$ cat config.mk
export PLATFORM = sky130hd
export DESIGN_NAME = signed_mult_seq
export DESIGN_NICKNAME = d
export VERILOG_FILES = /design/src/rtl/signed_mult_seq_pkg.sv /design/src/rtl/signed_mult_seq_negate.sv /design/src/rtl/signed_mult_seq.sv
export SDC_FILE = /design/constraint.sdc
export NUM_CORES = 1
export LEC_CHECK = 0
export CORE_UTILIZATION = 60
export CTS_CLUSTER_DIAMETER = 80
export DETAILED_ROUTE_END_ITERATION = 6
export GPL_TIMING_DRIVEN = 0
export PLACE_DENSITY = 0.85
export SYNTH_ARGS = -nofsm -noshare
export SYNTH_HDL_FRONTEND = slang
export SYNTH_SLANG_ARGS = --single-unit
$ cat constraint.sdc
create_clock -name clk -period 6.4 [get_ports clk]
set_input_delay 0.64 -clock clk [delete_from_list [all_inputs] [get_ports clk]]
set_output_delay 0.64 -clock clk [all_outputs]
set_load 0.01 [all_outputs]
$ cat src/rtl/signed_mult_seq_pkg.sv
// Shared types and constants for the sequential signed multiplier.
package signed_mult_seq_pkg;

   typedef enum logic [1:0] {
      IDLE = 2'd0,
      MULT = 2'd1,
      FIX  = 2'd2
   } state_t;

   localparam int DEFAULT_WIDTH = 4;

endpackage

$ cat src/rtl/signed_mult_seq_negate.sv
// Combinational two's-complement negator: negated = ~value + 1.
module twos_negate #(
   parameter int W = 4
) (
   input  logic [W-1:0] value,
   output logic [W-1:0] negated
);

   assign negated = ~value + 1'b1;

endmodule

$ cat src/rtl/signed_mult_seq.sv
// Multi-cycle signed multiplier: magnitude shift-add over WIDTH cycles, then sign fix.
module signed_mult_seq
   import signed_mult_seq_pkg::*;
#(
   parameter int WIDTH = DEFAULT_WIDTH
) (
   input  logic                        clk,
   input  logic                        rst_n,
   input  logic                        start,
   input  logic signed [WIDTH-1:0]     a,
   input  logic signed [WIDTH-1:0]     b,
   output logic                        busy,
   output logic                        done,
   output logic signed [2*WIDTH-1:0]   product
);

   localparam int CNT_W = (WIDTH > 1) ? $clog2(WIDTH) : 1;
   localparam logic [CNT_W-1:0] CNT_LAST = CNT_W'(WIDTH - 1);

   state_t               state, state_next;
   logic [WIDTH-1:0]     ma, mb;
   logic [WIDTH-1:0]     neg_a, neg_b, mag_a, mag_b;
   logic [2*WIDTH-1:0]   acc, acc_neg, addend;
   logic [CNT_W-1:0]     cnt;
   logic                 neg;

   twos_negate #(.W(WIDTH))   u_neg_a   (.value(a),   .negated(neg_a));
   twos_negate #(.W(WIDTH))   u_neg_b   (.value(b),   .negated(neg_b));
   twos_negate #(.W(2*WIDTH)) u_neg_acc (.value(acc), .negated(acc_neg));

   // The most-negative operand negates to itself, which read as unsigned is the right magnitude.
   assign mag_a = a[WIDTH-1] ? neg_a : a;
   assign mag_b = b[WIDTH-1] ? neg_b : b;

   always_comb begin
      addend = '0;
      if (mb[cnt]) addend = {{WIDTH{1'b0}}, ma} << cnt;
   end

   always_ff @(posedge clk or negedge rst_n) begin
      if (!rst_n) state <= IDLE;
      else        state <= state_next;
   end

   always_comb begin
      state_next = state;
      case (state)
         IDLE:    if (start) state_next = MULT;
         MULT:    if (cnt == CNT_LAST) state_next = FIX;
         FIX:     state_next = IDLE;
         default: state_next = IDLE;
      endcase
   end

   always_ff @(posedge clk or negedge rst_n) begin
      if (!rst_n) begin
         ma      <= '0;
         mb      <= '0;
         neg     <= 1'b0;
         acc     <= '0;
         cnt     <= '0;
         product <= '0;
         done    <= 1'b0;
      end else begin
         done <= (state == FIX);
         case (state)
            IDLE: begin
               if (start) begin
                  ma  <= mag_a;
                  mb  <= mag_b;
                  neg <= a[WIDTH-1] ^ b[WIDTH-1];
                  acc <= '0;
                  cnt <= '0;
               end
            end
            MULT: begin
               acc <= acc + addend;
               cnt <= cnt + 1'b1;
            end
            // A zero magnitude negates to zero, so -0 needs no special case.
            FIX: product <= neg ? acc_neg : acc;
            default: ;
         endcase
      end
   end

   assign busy = (state != IDLE);

endmodule

# Word level (Yosys, flattened, before mapping)

Index checks and enable logic that the tools add are counted.

Word-level logic and storage cells: 43
Register bits: 30
Input port bits: 11
Output and inout port bits: 10

Reduce and logical (&&, ||, !) cells: 6
Shift-type cells: 1
Equal/unequal tests: 5
Order comparisons: 1
Bitwise logic cells: 4
Add/sub/neg operators: 5
Mux-type cells: 13

Operators with widths:

| operator              | count |
|---|---|
| $mux W8               | 3 |
| $pmux W8 S2           | 1 |
| $add A4 B1 Y4 const B | 2 |
| $add A8 B1 Y8 const B | 1 |
| $add A8 B8 Y8         | 1 |
| $mux W4               | 2 |
| $not A4 Y4            | 2 |
| $not A8 Y8            | 1 |
| $pmux W2 S2           | 2 |
| $shl A4 B2 Y8         | 1 |
| $mux W2               | 3 |
| $reduce_and A2 Y1     | 3 |
| $eq A2 B2 Y1 const B  | 2 |
| $ne A2 B2 Y1 const B  | 2 |
| $reduce_bool A2 Y1    | 2 |
| $lt A2 B3 Y1 const B  | 1 |
| $add A2 B1 Y2 const B | 1 |
| $bmux W1 S2           | 1 |
| $eq A2 B1 Y1 const B  | 1 |
| $logic_not A2 Y1      | 1 |
| $mux W1               | 1 |
| $xor A1 B1 Y1         | 1 |

# Logic depth before layout (Yosys ltp)

Gate-level depths: netlist (run 1).

Word-level depth: 5
Mapped depth: 10
Gate-level depth less buffers: 9

# By module

A second synthesis (run 1) with hierarchy kept.

Cells, all modules: 206
Area total of the unflattened synthesis: 1969.4 sq um

Modules (own cells, without submodules):

| module                    | cells an instance | instances | area an instance (sq um) | seq. area each (sq um) |
|---|---|---|---|---|
| signed_mult_seq           | 174               | 1         | 1721.7                   | 750.7 |
| twos_negate (u_neg_acc)   | 18                | 1         | 137.6                    | 0.0 |
| twos_negate (u_neg_a ...) | 7                 | 2         | 55.1                     | 0.0 |

# Worst setup path before layout (run 1)

Ideal clock, no wire load.

Kind: register to register
Start: register cnt[0]
End: register acc[7]
Required time: 6321 ps
Library setup time: 79 ps
Data arrival time: 2147 ps
Stages on the path, launching flop included: 8
Path buffers: 0
Setup slack: 4173 ps
Path through: dfrtp_1 > mux4_2 > and2_1 > ha_1 > o21ai_0 > o21bai_1 > o221ai_1 > mux2i_1

Longest elaborated chain between the ends: 5
Elaborated cells between the ends (all ways): 6
Those cells by class: add/sub (1); shift (1); mux (4)

RTL lines:

| what                          | RTL line              | text |
|---|---|---|
| start: declaration            | signed_mult_seq.sv:24 | `logic [CNT_W-1:0] cnt;` |
| start signal: assignment      | signed_mult_seq.sv:78 | `cnt <= cnt + 1'b1;` |
| $bmux W1 S2                   | signed_mult_seq.sv:37 | `if (mb[cnt]) addend = {{WIDTH{1'b0}}, ma} << cnt;` |
| $mux W1 (implied by the code) | signed_mult_seq.sv:37 |  |
| $mux W8 *                     | signed_mult_seq.sv:37 |  |
| $add A8 B8 Y8 *               | signed_mult_seq.sv:77 | `acc <= acc + addend;` |
| $pmux W8 S2 *                 | signed_mult_seq.sv:66 | `case (state)` |
| end signal: assignment        | signed_mult_seq.sv:77 |  |
| end: declaration              | signed_mult_seq.sv:23 | `logic [2*WIDTH-1:0] acc, acc_neg, addend;` |

Every way passes the cells marked *; elsewhere a longest branch is shown, timed or not. The select of a mux whose other input is x is not followed.
A chain may end at the register's enable or synchronous reset.

# Worst setup path after layout (run 1)

Same ends and word-level chain as after synthesis.

==> metrics.txt, run 1 <==
run status=complete, but fails checks; failing checks=DRC; CTS Hold Bufs=0; top cells by area, synth=dfrtp_1, o21ai_0, ha_1, nand2_1, mux2i_1; Setup crit start kind=register; Ys Warns=0; ANT cells=0; cts bufs inserted=5; CTS tree=built; Layout fillers=roughly 220; Reg clk slew, reported paths=roughly 0.090 ns; Post-synth EDFFs=0; Hold Fails Final Rpt=0; Sink Count=30; row count=19; Die Width=~57 um; DRC Markers=2; max incr delay on CP=0.48 ns; post-route ant nets=0; Final Skew=0.00376 ns; worst-path cell chain=clkbuf_1 > nand3_1 > a21oi_1 > ha_1 > a211oi_1 > o21bai_1 > o221ai_1 > mux2i_1; die area=roughly 3200 um^2; Post-Syn Area=between 1500 and 2000 um^2; IO Count=21; Critical Path RT=approximately 6.7 ns; ys flop type=dfrtp_1; drt pass-1 iters=6; first-pass GRT wire length=6130 um; vias in the first global route=1466; Largest delay share family, worst path=compound AO/OA/AOI/OAI gates; worst slew pin tran=slightly below 0.7 ns; register share of total power=37.0%; post-synthesis async set-or-reset flop share=100%; post-synth top area share=a little over two fifths; WL final=between 3000 and 4000 um; Layout area overhead=16.3%; Max clock buf depth=2; Initial Utilization=64.2%; syn avg cell area=9.58 um^2; sw frac=about two fifths; grt total ovfl=0; most frequent cells after synthesis=dfrtp_1, nand2_1, o21ai_0, ha_1, inv_1; CTS root buffer=clkbuf_4; Yosys top cell by area=dfrtp_1; Die H=56.8 um; post-DP HPWL=2630 um; largest net degree at the start of global routing=31; Mapped Cells=188; DR iter-0 viols=51; Rel. slew slack=a little over half; Max Cap Viol=0; CTS H-tree lvls=2; GP Congestion=just under 0.9; Synthesized Nets=211; vias per std cell=5.90; Final Critical Period=2.46 ns; Port Buf Inserts=20; Final Max Slew Viols=0; pwr dens=421 nW/um^2; initial antenna violation count=0; Hold Path Class=primary input to async pin; setup_tns=0 ns; crit path buf inv count=1; final core occ=approximately 75%; combinational share of power=49.4%; Worst VDD drop=roughly 0.00023 V; post-CTS sizing=0; total setup buffers inserted after CTS=0; post-synth cell types=42; Slowest cell on crit path=dfrtp_1; Total GRT Usage=between 20 and 25%; worst-path maximum fanout=10; sequential cell area fraction in the yosys report=41.7%; Pleak=slightly below 0.001 uW; layout cell share with drive strength beyond 1=~7.4%; Period Utilization, post-route=slightly below 40%; Core Footprint=~2800 um^2; RSZ-0062 raised after global routing=false; final net count=roughly 240; Fmax=around 0.41 GHz; critical path class=register to register; Worst EP arrival=between 2 and 3 ns; Pint=approximately 520 uW; via count=about 1500; Wirelength per Cell=~14 um; Seq cells post-synth=30; Clock power frac=between 10% and 20%; sw power=between 300 and 400 uW; final setup vio count=0; Clk Latency, worst-skew pair=0.33 ns; Crit. End Element=register
## state kept, by name (all words and copies together), names as in the netlist
signal	cells
mb	4
neg	1
acc	8
product	8
state	2
done	1
cnt	2
ma	4
## logic make-up after synthesis
| logic type | synth area share [%] |
|---|---|
| AOI/OAI and AO/OA | 18.2 |
| xor gates and xnor gates | 4.86 |
| adders and majority gates | 8.76 |
| buffers and inverters | 3.61 |
| DFF | 41.7 |
| muxes | 6.39 |
| and+or+nand+nor | 16.5 |
## cells in the final DEF, fill, tap and decap left out, types with 2 or more instances in the layout
cell type	instances
o21a_1	2
and2_1	3
nor2b_1	4
a21o_1	2
nand3b_1	2
clkdlybuf4s50_1	19
dfrtp_1	30
a22o_1	3
nand2b_1	2
or4b_2	2
ha_1	11
o21ai_0	28
a21oi_1	2
inv_1	10
clkbuf_1	7
nor3b_1	2
nand2_1	30
xor2_1	4
and3_1	2
xnor2_1	6
o21bai_1	3
mux2i_1	7
mux2_2	2
nor3_1	3
clkbuf_4	5
a211oi_1	4
buf_2	2
## cell type report
cell class | count | area, um^2 | share of cell area [%]
Timing Repair Buffer | 20 | 195 | 9.32
Tap cell | 31 | 38.8 | 1.85
Sequential cell | 30 | 751 | 35.8
Clock buffer | 7 | 55.1 | 2.63
Clock inverter | 1 | 5.00 | 0.239
Buffer | 7 | 27.5 | 1.31
Multi-Input combinational cell | 141 | 985 | 47.0
Inverter | 10 | 37.5 | 1.79
## worst register-to-register path: cells and delay by family, from the launching register on
kind / cells / cell delay, ns
adder cells (fa/ha/maj): 1 / 0.29
multiplexers: 1 / 0.20
AO/OA/AOI/OAI: 4 / 0.96
buffers and inverters: 1 / 0.33
flip-flops: 1 / 0.48
AND/OR/NAND/NOR: 1 / 0.12
## stage by stage
step           hold WS (ns)  total power (uW)  setup slack, ns  instance area (um^2)  std cells
6_report              0.323               882             3.94                  2090        247
5_1_grt               0.362               960             3.60                  2090        247
4_1_cts               0.489               885             3.92                  2100        247
3_5_place_dp          0.469               767             3.95                  2040        239
3_3_place_gp          0.460               738             4.02                  2040        239
2_1_floorplan         0.344               622             4.17                  1800        188
## routing by layer
metal,GRT usage [%],wire (um),vias to the layer above,part of all wire [%]
met5,0,0,-,0
met4,9.41,68,0,2.0
met3,6.45,144,8,4.2
met2,46.1,1800,41,53
met1,27.2,1390,687,41
li1,-,-,722,-
## power by group through the flow
stage | registers (uW) | logic (uW) | clock network, uW
final | 327 | 436 | 119
after global routing | 338 | 491 | 131
after CTS | 327 | 437 | 121
after floorplan | 327 | 295 | 0
after global placement | 326 | 412 | 0
after detailed placement | 331 | 436 | 0
## path summary, 6_finish.rpt
path	depth (start not counted)	to	start	slack [ns]
setup reg to reg	8	acc[7]	cnt[0]	3.94
hold reg to reg	2	product[3]	product[3]	0.48
max in group asynchronous	1	acc[7]	rst_n	5.66
setup / recovery	8	acc[7]	cnt[0]	3.94
hold / removal	1	cnt[1]	rst_n	0.32
min in group clk	2	product[3]	product[3]	0.48
Note: power is estimated with default switching activity, not from simulation.
==> run 2, diff against run 1 <==
--- a/config.mk
+++ b/config.mk
@@ -5,11 +5,11 @@
 export SDC_FILE = /design/constraint.sdc
 export NUM_CORES = 1
 export LEC_CHECK = 0
-export CORE_UTILIZATION = 60
+export CORE_UTILIZATION = 50
 export CTS_CLUSTER_DIAMETER = 80
 export DETAILED_ROUTE_END_ITERATION = 6
 export GPL_TIMING_DRIVEN = 0
-export PLACE_DENSITY = 0.85
+export PLACE_DENSITY = 0.75
 export SYNTH_ARGS = -nofsm -noshare
 export SYNTH_HDL_FRONTEND = slang
 export SYNTH_SLANG_ARGS = --single-unit
==> constraint.sdc (replaced) <==
create_clock -name clk -period 2.15 [get_ports clk]
set_input_delay 0.215 -clock clk [delete_from_list [all_inputs] [get_ports clk]]
set_output_delay 0.215 -clock clk [all_outputs]
set_load 0.01 [all_outputs]
==> metrics.txt, run 2 (same netlist as run 1, synthesis figures left out) <==
run status=finished, final reports clean; final net count=250 (+5.0%); placed insts=254 (+6.3%); Crit. End Element=register; crit path buf inv count=0 (-1); Initial Utilization=53.1% (-11 points); CTS tree=built; critical path class=register to register; post-DP HPWL=2810 um (+6.8%); ANT cells=0 (unchanged); Worst VDD drop=0.000655 V (+190%); GP Congestion=0.827 (-6.0%); Die Width=62.0 um (+9.2%); Hold Path Class=primary input to async pin; die area=3840 um^2 (+19%); Slowest cell on crit path=mux4_2; initial antenna violation count=0 (unchanged); IO Count=21 (unchanged); Fmax=0.469 GHz (+15%); CTS H-tree lvls=2 (unchanged); drt pass-1 iters=4 (-2); DRC Markers=0 (-2); Setup crit start kind=register; final setup vio count=0 (unchanged); Worst EP arrival=2.35 ns (-0.37 ns); largest net degree at the start of global routing=31 (unchanged); Clk Latency, worst-skew pair=0.33 ns (about the same); layout cell share with drive strength beyond 1=21.1% (+14 points); RSZ-0062 raised after global routing=true; Final Critical Period=2.13 ns (-0.327 ns); row count=21 (+2); cts bufs inserted=5 (unchanged); pwr dens=1290 nW/um^2 (+210%); worst-path maximum fanout=5 (-5); WL final=4000 um (+18%); Largest delay share family, worst path=compound AO/OA/AOI/OAI gates; Layout fillers=240 (+8.1%); Max clock buf depth=2 (unchanged); Reg clk slew, reported paths=0.10 ns (about the same); max incr delay on CP=0.55 ns (+0.07 ns); via count=1512 (+3.7%); grt total ovfl=0 (unchanged); highest-count cells in the layout ignoring fill and taps=nand2_1, dfrtp_1, o21ai_0; Sink Count=30 (unchanged); worst slew pin tran=0.755 ns (+0.0720 ns); most common cell after layout, fill and taps aside=nand2_1; Hold Fails Final Rpt=0 (unchanged); largest registers=acc (8), product (8); Final Instance Count excl. Fillers=274 (+11%); worst-path cell chain=mux4_2 > and2_4 > ha_4 > a21o_1 > a211oi_1 > o21ai_0; Pleak=0.00106 uW (+7.4%); Port Buf Inserts=20 (unchanged); Total GRT Usage=23.6% (-1.4 points); CTS root buffer=clkbuf_4; Critical Path RT=2.36 ns (-4.30 ns); Period Utilization, post-route=99.2% (+61 points); Die H=62.0 um (+9.2%); first-pass GRT wire length=6400 um (+4.3%); Wirelength per Cell=14.6 um (+6.0%); Final Max Slew Viols=0 (unchanged); Max Cap Viol=0 (unchanged); vias in the first global route=1445 (-1.4%); vias per std cell=5.52 (-6.5%); Layout area overhead=31.1%; post-route ant nets=0 (unchanged); Final Skew=0.00529 ns (+0.00154 ns); DR iter-0 viols=57 (+12%); Hold WS=0.441 ns (+0.117 ns); Core Footprint=3390 um^2 (+21%); Rel. slew slack=49.6% (-4.8 points)
-- run 2: changes by cell type in the layout (fill, tap and decap cells not counted), sizes merged --
cell,before,now
buf,2,14
clkbuf,13,12
dlygate4sd3,0,1
-- run 2: power breakdown --
| group | internal (uW) | total (uW) | switching (uW) |
|---|---|---|---|
| clock | 158 | 359 | 201 |
| sequential | 784 | 991 | 208 |
| combinational | 859 | 1690 | 828 |
-- run 2: what timing repair did --
action                                  CTS  global route
hold endpoints to repair                  0            30
cloned                                    1             0
hold buffers                              0             1
gates resized for setup                  13            14
endpoints found under the setup margin    5             5
setup buffers                             6             4
pin swaps                                 4             8
-- run 2: worst paths after layout --
check,from,endpoint,cells past startpoint,slack (ns)
min reg2reg,product[5],product[5],2,0.48
max,cnt[0],acc[4],6,0.02
max reg2reg,cnt[0],acc[4],6,0.02
min in group clk,product[5],product[5],2,0.48
min,rst_n,product[0],2,0.44
max in group asynchronous,rst_n,cnt[0],2,1.24
-- run 2: routing by layer --
layer	vias to the layer above	wire length [um]	GRT usage (%)
li1	747	-	-
met1	720	1600	24.5
met2	36	2180	43.6
met3	9	138	7.25
met4	0	87	9.84
met5	-	0	0
-- run 2: cell type report --
type                    instances  area [um^2]  area share [%]
multi-input cells             141         1130            47.9
inverters                      10         37.5            1.59
plain buffers                   7         37.5            1.59
well taps                      46         57.6            2.44
flip-flops and latches         30          752            31.9
repair buffers                 32          285            12.1
clock inverters                 1         5.00           0.212
clock buffers                   7         55.1            2.33
-- run 2: stage by stage --
stage | power (uW) | TNS [ns] | area [um^2] | util (%) | setup slack (ns)
after floorplan | 1900 | 0 | 1840 | - | 0.00136
after global placement | 2270 | -0.557 | 2090 | 61.8 | -0.197
after detailed placement | 2360 | -1.08 | 2090 | 61.8 | -0.328
after CTS | 2900 | -0.00336 | 2260 | 66.7 | -0.00336
after global routing | 3290 | -0.220 | 2360 | 69.6 | -0.0888
final | 3040 | 0 | 2360 | 69.6 | 0.0175
==> run 3, diff against run 2 <==
--- a/config.mk
+++ b/config.mk
@@ -5,11 +5,12 @@
 export SDC_FILE = /design/constraint.sdc
 export NUM_CORES = 1
 export LEC_CHECK = 0
-export CORE_UTILIZATION = 50
+export CORE_UTILIZATION = 55
 export CTS_CLUSTER_DIAMETER = 80
+export CTS_CLUSTER_SIZE = 28
 export DETAILED_ROUTE_END_ITERATION = 6
 export GPL_TIMING_DRIVEN = 0
-export PLACE_DENSITY = 0.75
+export PLACE_DENSITY = 0.79
 export SYNTH_ARGS = -nofsm -noshare
 export SYNTH_HDL_FRONTEND = slang
 export SYNTH_SLANG_ARGS = --single-unit
==> constraint.sdc (replaced) <==
create_clock -name clk -period 2.05 [get_ports clk]
set_input_delay 0.205 -clock clk [delete_from_list [all_inputs] [get_ports clk]]
set_output_delay 0.205 -clock clk [all_outputs]
set_load 0.02 [all_outputs]
==> metrics.txt, run 3 (same netlist as run 1, synthesis figures left out) <==
sw power=1320 uW (+7.0%); sw frac=41.8% (+1.1 points); worst slew pin tran=0.746 ns (-0.00832 ns); Max clock buf depth=2 (unchanged); Total GRT Usage=26.0% (+2.4 points); layout cell share with drive strength beyond 1=18.7% (-2.4 points); vias per std cell=5.65 (+2.4%); DR iter-0 viols=51 (-11%); Top Layer Used=met4; Worst EP arrival=2.40 ns (+0.05 ns); Hold Fails Final Rpt=0 (unchanged); register share of total power=33.1% (+0.5 points); Final Skew=0.00536 ns (+0.0000630 ns); met1 wire length=1510 um (-5.3%); WL met2=2190 um (+0.73%); met3 wire length=131 um (-5.1%); Worst VDD drop=0.000718 V (+9.6%); post-DP HPWL=2810 um (-0.18%); die area=3510 um^2 (-8.8%); largest net degree at the start of global routing=31 (unchanged); run status=complete, but fails checks; drt pass-1 iters=4 (unchanged); Setup crit start kind=register; setup_tns=-0.199 ns (-0.199 ns); row count=20 (-4.8%); Reg2Reg Setup Slack=-0.11 ns (-0.12 ns); IO Count=21 (unchanged); CTS H-tree lvls=2 (unchanged); Hold Path Class=primary input to async pin; initial antenna violation count=0 (unchanged); ANT cells=0 (unchanged); FF-to-FF End=acc[7]; Final Max Slew Viols=0 (unchanged); Sink Count=30 (unchanged); Hold WS=0.431 ns (-0.00973 ns); Clock power frac=10.0% (-1.8 points); critical path class=register to register; Critical Path RT=2.30 ns (-0.06 ns); Die Width=59.2 um (-4.5%); Pint=1840 uW (+2.2%); Placed Area=2110 um^2 (+0.66%); Final Critical Period=2.16 ns (+0.0247 ns); highest-count cells in the layout ignoring fill and taps=nand2_1, dfrtp_1, o21ai_0; Final WS setup=-0.107 ns (-0.125 ns); pwr dens=1360 nW/um^2 (+5.9%); most common cell after layout, fill and taps aside=nand2_1; Clk Latency, worst-skew pair=0.33 ns (about the same); Layout area overhead=28.8%; Max Cap Viol=0 (unchanged); failing checks=setup timing; RSZ-0062 raised after global routing=true; Fmax=0.464 GHz (-1.1%); total power=3160 uW (+4.1%); Reg clk slew, reported paths=0.09 ns (about the same); via count=1520 (+0.53%); Wirelength per Cell=14.5 um (-0.97%); largest registers=acc (8), product (8); grt total ovfl=0 (unchanged); final net count=248 (-0.80%); Port Buf Inserts=20 (unchanged); vias in the first global route=1548 (+7.1%); first-pass GRT wire length=6640 um (+3.9%); post-route ant nets=0 (unchanged); final setup vio count=3 (+3); DRC Markers=0 (unchanged); CTS tree=built; Core Footprint=3080 um^2 (-9.2%); Design Area, Final=2320 um^2 (-1.7%); combinational share of power=56.9% (+1.4 points); reg2reg path depth=7 (+1); Rel. slew slack=50.1% (+0.56 points); worst-path maximum fanout=5 (unchanged); GP Congestion=0.855 (+3.4%); r2r startpoint=mb[0]; Pleak=0.00103 uW (-2.8%); cts bufs inserted=5 (unchanged); Period Utilization, post-route=105% (+6.0 points); CTS root buffer=clkbuf_4; Initial Utilization=58.5% (+5.4 points); Layout fillers=220 (-8.3%); Crit. End Element=register; WL final=3890 um (-2.8%); Die H=59.2 um (-4.5%)
run 3: worst max-delay path, cell delays in order, from the launching register on:
cell,delay [ns]
dfrtp_1,0.43
mux4_2,0.53
and2_4,0.19
ha_4,0.23
o21a_1,0.18
o21a_1,0.17
o221ai_2,0.14
mux2i_1,0.21
run 3: final cells by class:
type | count | area, um^2 | area share [%]
inverters | 10 | 37.5 | 1.62
well taps | 44 | 55.1 | 2.37
multi-input cells | 141 | 1120 | 48.3
repair buffers | 30 | 273 | 11.8
plain buffers | 7 | 37.5 | 1.62
flip-flops and latches | 30 | 752 | 32.4
clock buffers | 7 | 45.0 | 1.94
run 3: per-layer routing:
layer	up-vias	track usage [%]
li1	745	-
met1	737	26.1
met2	30	50.9
met3	8	5.02
met4	0	11.2
met5	-	0
run 3: stage by stage:
step                      utilization [%]  setup slack, ns  std cells
after floorplan                         -          -0.0618        188
after global placement               68.5           -0.280        252
after detailed placement             68.5           -0.375        252
after CTS                            73.9          -0.0829        266
after global routing                 75.4           -0.166        269
final                                75.4           -0.107        269
run 3: worst max path at each step:
stage	cells past startpoint	start	slack, ns	endpoint
2_1_floorplan	7	cnt[0]	-0.06	acc[7]
3_3_place_gp	8	cnt[0]	-0.28	acc[7]
5_1_grt	8	cnt[0]	-0.17	acc[7]
3_5_place_dp	8	cnt[0]	-0.38	acc[7]
4_1_cts	7	cnt[0]	-0.08	acc[7]
6_report	7	mb[0]	-0.11	acc[7]
run 3: timing repair:
item | 4_1_cts | 5_1_grt
pin swaps | 6 | 3
gates resized for setup | 14 | 8
setup endpoints to repair | 5 | 5
setup buffers | 7 | 2
hold buffers | 0 | 1
hold endpoints to repair | 0 | 30
run 3: power by group through the flow:
stage	sequential, uW	combinational, uW	clock (uW)
after global placement	1030	1450	0
after floorplan	1080	1020	0
after global routing	1080	2000	346
final	1050	1800	315
after detailed placement	1050	1530	0
after CTS	1030	1720	318
